==> src/rtl/exec_sequencer.sv <==
// Per-instruction sequencer: FETCH -> LO -> HI -> optional MEM, with halt parking and retire counting.
// Optional dmem watchdog enabled by defining EXEC_SEQ_WDOG_EN.
module exec_sequencer #(
    parameter int TIMEOUT_W = 4,
    parameter int CNT_W     = 32
) (
    input  logic             clk,
    input  logic             rst_n,
    output logic             imem_req_o,
    input  logic             imem_ack_i,
    output logic             ir_load_o,
    output logic             first_cycle_o,
    input  logic             mem_i,
    input  logic             store_i,
    output logic             dmem_req_o,
    output logic             dmem_we_o,
    input  logic             dmem_ack_i,
    input  logic             jmp_i,
    input  logic             branch_i,
    input  logic             taken_i,
    input  logic             halt_i,
    output logic             pc_en_o,
    output logic             pc_redirect_o,
    output logic             halted_o,
    output logic             mem_err_o,
    output logic [CNT_W-1:0] instret_o
);

    typedef enum logic [2:0] {
        S_IDLE  = 3'd0,
        S_FETCH = 3'd1,
        S_LO    = 3'd2,
        S_HI    = 3'd3,
        S_MEM   = 3'd4,
        S_HALT  = 3'd5
    } state_t;

    state_t           state_q;
    logic             imem_req_q;
    logic             first_cycle_q;
    logic             dmem_req_q;
    logic             dmem_we_q;
    logic             halted_q;
    logic [CNT_W-1:0] instret_q;

    logic hi_retire;
    logic mem_done;
    logic wdog_expire;

    if (TIMEOUT_W < 1) begin : g_bad_timeout_w
        $error("exec_sequencer: TIMEOUT_W must be at least 1");
    end

    assign hi_retire = (state_q == S_HI) & ~mem_i;
    assign mem_done  = (state_q == S_MEM) & (dmem_ack_i | wdog_expire);

`ifdef EXEC_SEQ_WDOG_EN
    logic [TIMEOUT_W-1:0] wdog_q;
    logic                 mem_err_q;

    assign wdog_expire = (state_q == S_MEM) & ~dmem_ack_i & (&wdog_q);

    always_ff @(posedge clk or negedge rst_n) begin
        if (!rst_n) begin
            wdog_q    <= '0;
            mem_err_q <= 1'b0;
        end else begin
            if ((state_q == S_HI) && mem_i) begin
                wdog_q <= '0;
            end else if ((state_q == S_MEM) && !dmem_ack_i) begin
                wdog_q <= wdog_q + 1'b1;
            end
            if (wdog_expire) begin
                mem_err_q <= 1'b1;
            end
        end
    end

    assign mem_err_o = mem_err_q;
`else
    assign wdog_expire = 1'b0;
    assign mem_err_o   = 1'b0;
`endif

    // Moore outputs come straight from flops loaded with the next state's value,
    // so first_cycle_o cannot glitch when it gates the downstream decode latch.
    always_ff @(posedge clk or negedge rst_n) begin
        if (!rst_n) begin
            state_q       <= S_IDLE;
            imem_req_q    <= 1'b0;
            first_cycle_q <= 1'b0;
            dmem_req_q    <= 1'b0;
            dmem_we_q     <= 1'b0;
            halted_q      <= 1'b0;
        end else begin
            case (state_q)
                S_IDLE: begin
                    state_q    <= S_FETCH;
                    imem_req_q <= ~halt_i;
                end
                S_FETCH: begin
                    // An accepted fetch is already in flight, so it wins over halt.
                    if (imem_req_q && imem_ack_i) begin
                        state_q       <= S_LO;
                        imem_req_q    <= 1'b0;
                        first_cycle_q <= 1'b1;
                    end else if (halt_i) begin
                        state_q    <= S_HALT;
                        imem_req_q <= 1'b0;
                        halted_q   <= 1'b1;
                    end else begin
                        imem_req_q <= 1'b1;
                    end
                end
                S_LO: begin
                    state_q       <= S_HI;
                    first_cycle_q <= 1'b0;
                end
                S_HI: begin
                    if (mem_i) begin
                        state_q    <= S_MEM;
                        dmem_req_q <= 1'b1;
                        dmem_we_q  <= store_i;
                    end else begin
                        state_q    <= S_FETCH;
                        imem_req_q <= ~halt_i;
                    end
                end
                S_MEM: begin
                    if (mem_done) begin
                        state_q    <= S_FETCH;
                        dmem_req_q <= 1'b0;
                        dmem_we_q  <= 1'b0;
                        imem_req_q <= ~halt_i;
                    end
                end
                S_HALT: begin
                    if (!halt_i) begin
                        state_q    <= S_FETCH;
                        halted_q   <= 1'b0;
                        imem_req_q <= 1'b1;
                    end
                end
                default: begin
                    state_q       <= S_IDLE;
                    imem_req_q    <= 1'b0;
                    first_cycle_q <= 1'b0;
                    dmem_req_q    <= 1'b0;
                    dmem_we_q     <= 1'b0;
                    halted_q      <= 1'b0;
                end
            endcase
        end
    end

    always_ff @(posedge clk or negedge rst_n) begin
        if (!rst_n) begin
            instret_q <= '0;
        end else if (pc_en_o) begin
            instret_q <= instret_q + CNT_W'(1);
        end
    end

    assign imem_req_o    = imem_req_q;
    assign ir_load_o     = imem_req_q & imem_ack_i;
    assign first_cycle_o = first_cycle_q;
    assign dmem_req_o    = dmem_req_q;
    assign dmem_we_o     = dmem_we_q;
    assign halted_o      = halted_q;
    assign pc_en_o       = hi_retire | mem_done;
    assign pc_redirect_o = hi_retire & (jmp_i | (branch_i & taken_i));
    assign instret_o     = instret_q;

endmodule

==> config.mk <==
export PLATFORM = sky130hd
export DESIGN_NAME = exec_sequencer
export DESIGN_NICKNAME = d
export VERILOG_FILES = /design/src/rtl/exec_sequencer.sv
export SDC_FILE = /design/constraint.sdc
export NUM_CORES = 1
export LEC_CHECK = 0
export BUFFER_PORTS_ARGS = -buffer_cell sky130_fd_sc_hd__buf_4
export CORE_MARGIN = 2
export CORE_UTILIZATION = 32
export DETAILED_ROUTE_END_ITERATION = 12
export HOLD_SLACK_MARGIN = 0.08
export MAX_ROUTING_LAYER = met4
export PLACE_DENSITY_LB_ADDON = 0.1
export SYNTH_ARGS = -nofsm -noshare
export SYNTH_HDL_FRONTEND = slang
export SYNTH_SLANG_ARGS = --single-unit
==> constraint.sdc <==
create_clock -name clk -period 3.35 [get_ports clk]
set_clock_uncertainty 0.1 [all_clocks]
set_input_delay 0.1675 -clock clk [delete_from_list [all_inputs] [get_ports clk]]
set_output_delay 0.1675 -clock clk [all_outputs]
set_load 0.05 [all_outputs]
=== Word-level counts from Yosys, hierarchy flattened ===
Cells that the tools add are included.

* Register bits: 40
* Input port bits: 10
* Output and inout port bits: 41
* Word-level logic and storage cells: 67

* $add $sub $neg: 1
* Eq/ne operators: 13
* Muxes and demuxes: 23
* Bitwise operators: 13
* Reductions and logical operators: 10

{| class="wikitable"
|+ Operators by type and width
! cell !! number
|-
| adder 32 x 1 -> 32 bit, second input constant || 1
|-
| case mux 3 bit (6 select lines) || 1
|-
| two-way mux 3 bit || 5
|-
| != test 2 bit, second input constant || 7
|-
| two-way mux 1 bit || 12
|-
| OR reduction 4 bit || 3
|-
| case mux 1 bit (3 select lines) || 3
|-
| AND reduction 4 bit || 2
|-
| equality test 3 x 2 -> 1 bit, second input constant || 2
|-
| equality test 3 bit, second input constant || 2
|-
| NOT 1 bit || 6
|-
| case mux 1 bit (6 select lines) || 1
|-
| AND reduction 3 bit || 2
|-
| bitwise AND 1 bit || 5
|-
| equality test 3 x 1 -> 1 bit, second input constant || 1
|-
| zero test 3 bit || 1
|-
| != test 3 bit, second input constant || 1
|-
| OR 1 bit || 2
|-
| case mux 1 bit (2 select lines) || 1
|-
| AND reduction 2 bit || 1
|-
| logical AND 1 bit || 1
|}

=== Depth between registers and ports, before layout ===
* Word-level depth: 4
* Mapped depth: 6
* Gate-level depth less buffers: 4

=== Worst setup path before layout ===
OpenSTA, ideal clock, no wires.

* Kind: reg2reg
* Start point: register instret_q[3] (netlist: instret_o[3])
* End point: register instret_q[29] (netlist: instret_o[29])
* Library setup time: 0.082 ns
* Arrival time: 2.089 ns
* Data required time: 3.168 ns
* Setup slack: 1.079 ns
* Stages on the path, launching flop included: 7
* Buffers on the path: 2
* Period minus slack after synthesis: 2.271 ns
* Cells stage by stage: dfrtp_1 > nand4_1 > or4_1 > buf_6 > buf_12 > nor4_4 > xor2_1

* Cells in the longest elaborated chain, start to end: 1

{| class="wikitable"
|+ RTL lines
! item !! line !! RTL
|-
| start: declaration || 44 || <nowiki>logic [CNT_W-1:0] instret_q;</nowiki>
|-
| start signal: assignment || 160 || <nowiki>instret_q <= instret_q + CNT_W'(1);</nowiki>
|-
| adder 32 x 1 -> 32 bit || 160 ||
|}

No other way between the ends.
A chain may end at the register's enable or synchronous reset.

=== Worst setup path after layout ===
* Start point: register instret_q[3] (netlist: instret_o[3])
* End point: register instret_q[22] (netlist: instret_o[22])

Same word-level chain as after synthesis.

==> results.toml <==
[synthesis]
synth_area_leaders = "dfrtp_1 (49%), xor2_1 (12%), nand2_1 (3.1%), nor3_2 (3.0%), nand3_1 (2.7%)"
synth.distinct_cells = 45
synth_seq_cells = 40
synth-async-reset-ratio_pct = 100
netlist_area_mm2 = 0.00203
netlist_instances = 190
yosys_most_used_dff = "dfrtp_1"
synth_largest_area_cell = "dfrtp_1"
yosys_warnings = 0
ys_seq_area_share_pct = 49.4
synth.top_cell.area_share_pct = 49.4
synth_edf_count = 0
syn_nets = 201
synth_top_cells_by_count = "dfrtp_1 (40), xor2_1 (27), nand2_1 (17)"
avgSynthCellArea_um2 = 10.7
post-synth-top-count-cell = "dfrtp_1"

[global_routing]
antenna_found_initial = 0
busiest_layer = "met2"
grt.met3_usage_pct = 3.96
grt_util_met2_pct = 19.6
use_met1_pct = 18.9
grt_pass1_vias = 1503
grt_overflow = 0
track_usage_pct = 13.7
grt_max_degree = 41
grt_pass1_wl_um = 7600

[cells_and_area]
nNetsFinal = 250
stdcell_area_mm2 = 0.00254
drive_above_1_share_pct = 29.6
fillCellCount = 613
diodes = 0
area_growth_pct = 25.2

[hold_path]
min_to = "dmem_we_o"
min_from = "mem_i"
hold_path.class = "primary input to register"
worstHoldPathCells = 3

[sta]
tns_ps = 0
fmax_ghz = 0.420
rsz0062_at_grt = "no"
slew_violations = 0
hold_viol = 0
setup_slack_ps = 966
maxSlewHeadroom_pct = 40.1
min_period_ps = 2380
setup_viol = 0
fin_crit_sh_pct = 71.2
tightest_slew_ps = 898

[worst_setup_path]
startpoint = "instret_o[3]"
rr_worst_depth = 4
required_ps = 3450
r2r-start = "instret_o[3]"
start_kind = "register"
arrival_ps = 2490
critPathKind = "register to register"
crit_fanout = 17
r2r-end = "instret_o[22]"
r2r_slack_ps = 970
end_kind = "register"

[detailed_routing]
wl_um = 4350
drt_iter0_drc = 57
route.vias.total = 1539
routedWlPerCell_um = 13.8
drc_errors = 0
dr.pass1.iters = 4
vias_per_cell = 4.89
antenna_left = 0

[die]
rows = 28
io_pins = 51
die_w_um = 83.6
dieArea_mm2 = 0.00699
start_util_pct = 33.6
coreArea_mm2 = 0.00603
die-height_um = 83.6

[pwr]
p_leak_nw = 1.28
max-vdd-ir-drop_mv = 0.326
power_frac_clock_pct = 22.6
seqPwrFrac_pct = 43.5
p_int_w = 0.000893
total_power_w = 0.00148
combPwrFrac_pct = 33.9
switching_share_pct = 39.7
p_per_area_mw_per_mm2 = 583
power.switching_w = 0.000588

[job]
drv_cap = 0

[clocking]
clk_path_buf_depth = 2
postCtsSetupBuffers = 0
cts_root_buf = "clkbuf_8"
clkSinkCount = 40
path_clk_slew_ps = 80
cts_max_level = 2
cts_made_buffers = 5
post_cts_resized = 0
cts_hold_buf = 2
clk_latency_ps = 290
cts_tree = "yes"

[placement]
routabilityCongestion = 0.726
dp_hpwl_um = 2990
io_buffers = 49
dpl_cell_area_mm2 = 0.00243
post-place-ws_ps = 976

[run_status]
status = "finished clean"
[power by group through the flow]
stage | Sequential, W | Clock (W) | Combinational, W
floorplan | 0.000782 | 0 | 0.000224
global placement | 0.000654 | 0 | 0.000503
detailed placement | 0.000655 | 0 | 0.000504
CTS | 0.000645 | 0.000347 | 0.000508
global route | 0.000661 | 0.000373 | 0.000542
finish | 0.000644 | 0.000334 | 0.000502
[state kept, by name, indices dropped and copies added, names as in the netlist]
register and cells:
dmem_we_o 1, imem_req_o 1, first_cycle_o 1, dmem_req_o 1
state_q 3, instret_o 32, halted_o 1
[placed cells by master, fill, tap and decap left out, types with 2 or more instances in the layout]
master / instances
buf_4: 50
dfrtp_1: 40
xor2_1: 27
nand2_1: 17
nand3_1: 11
nor2_1: 10
nor4_1: 7
inv_1: 6
nor3_1: 6
nor3_2: 6
clkbuf_8: 6
a21oi_1: 4
nor2b_1: 4
xnor2_1: 4
nand4_1: 3
and4_1: 3
o21ai_0: 3
o32ai_1: 3
and4bb_2: 2
o211ai_1: 2
nand2b_1: 2
clkbuf_1: 2
dlygate4sd3_1: 2
[final cells by class]
class / count / area (µm²) / area share [%]
repair buffers: 52 / 395 / 15.6
multi-input cells: 134 / 935 / 36.8
well taps: 75 / 93.8 / 3.70
inverters: 6 / 22.5 / 0.888
flip-flops and latches: 40 / 1000 / 39.4
clock buffers: 8 / 90.1 / 3.55
[routing by layer]
metal / routed length (µm) / vias up
li1: - / 762
met1: 2110 / 738
met2: 1990 / 37
met3: 231 / 2
met4: 21 / 0
met5: 0 / -
[worst max-delay path, stage by stage (launching register included)]
cell and delay [ps]:
dfrtp_1 460, nand4_1 160, or4_1 910, nor4_1 470
xor2_1 190
[worst max path at each step]
stage / endpoint / slack, ps / cells past startpoint
CTS: instret_o[31] / 950 / 4
detailed placement: instret_o[31] / 980 / 4
global route: instret_o[25] / 780 / 4
global placement: instret_o[22] / 980 / 4
finish: instret_o[22] / 970 / 4
floorplan: instret_o[29] / 1080 / 6
[cells by family (layout without fill, tap and decap cells)]
kind of cell             after synthesis  in the layout  synth area share [%]
other                                  1              1                 0.185
AO/OA/AOI/OAI                         19             19                  6.67
buffers and inverters                 16             66                  4.51
flip-flops                            40             40                  49.4
XOR/XNOR                              31             31                  13.4
adder cells (fa/ha/maj)                1              1                 0.617
AND/OR/NAND/NOR                       80             80                  24.2
multiplexers                           2              2                  1.05
[stage by stage]
stage               cells  utilization (%)  hold slack (ps)
detailed placement    305             40.3             86.4
finish                315             42.1              100
floorplan             190                -             -228
CTS                   315             42.1             91.5
global placement      305             40.3             89.2
global route          315             42.1             96.4
Note: power is estimated with default switching activity, not from simulation.
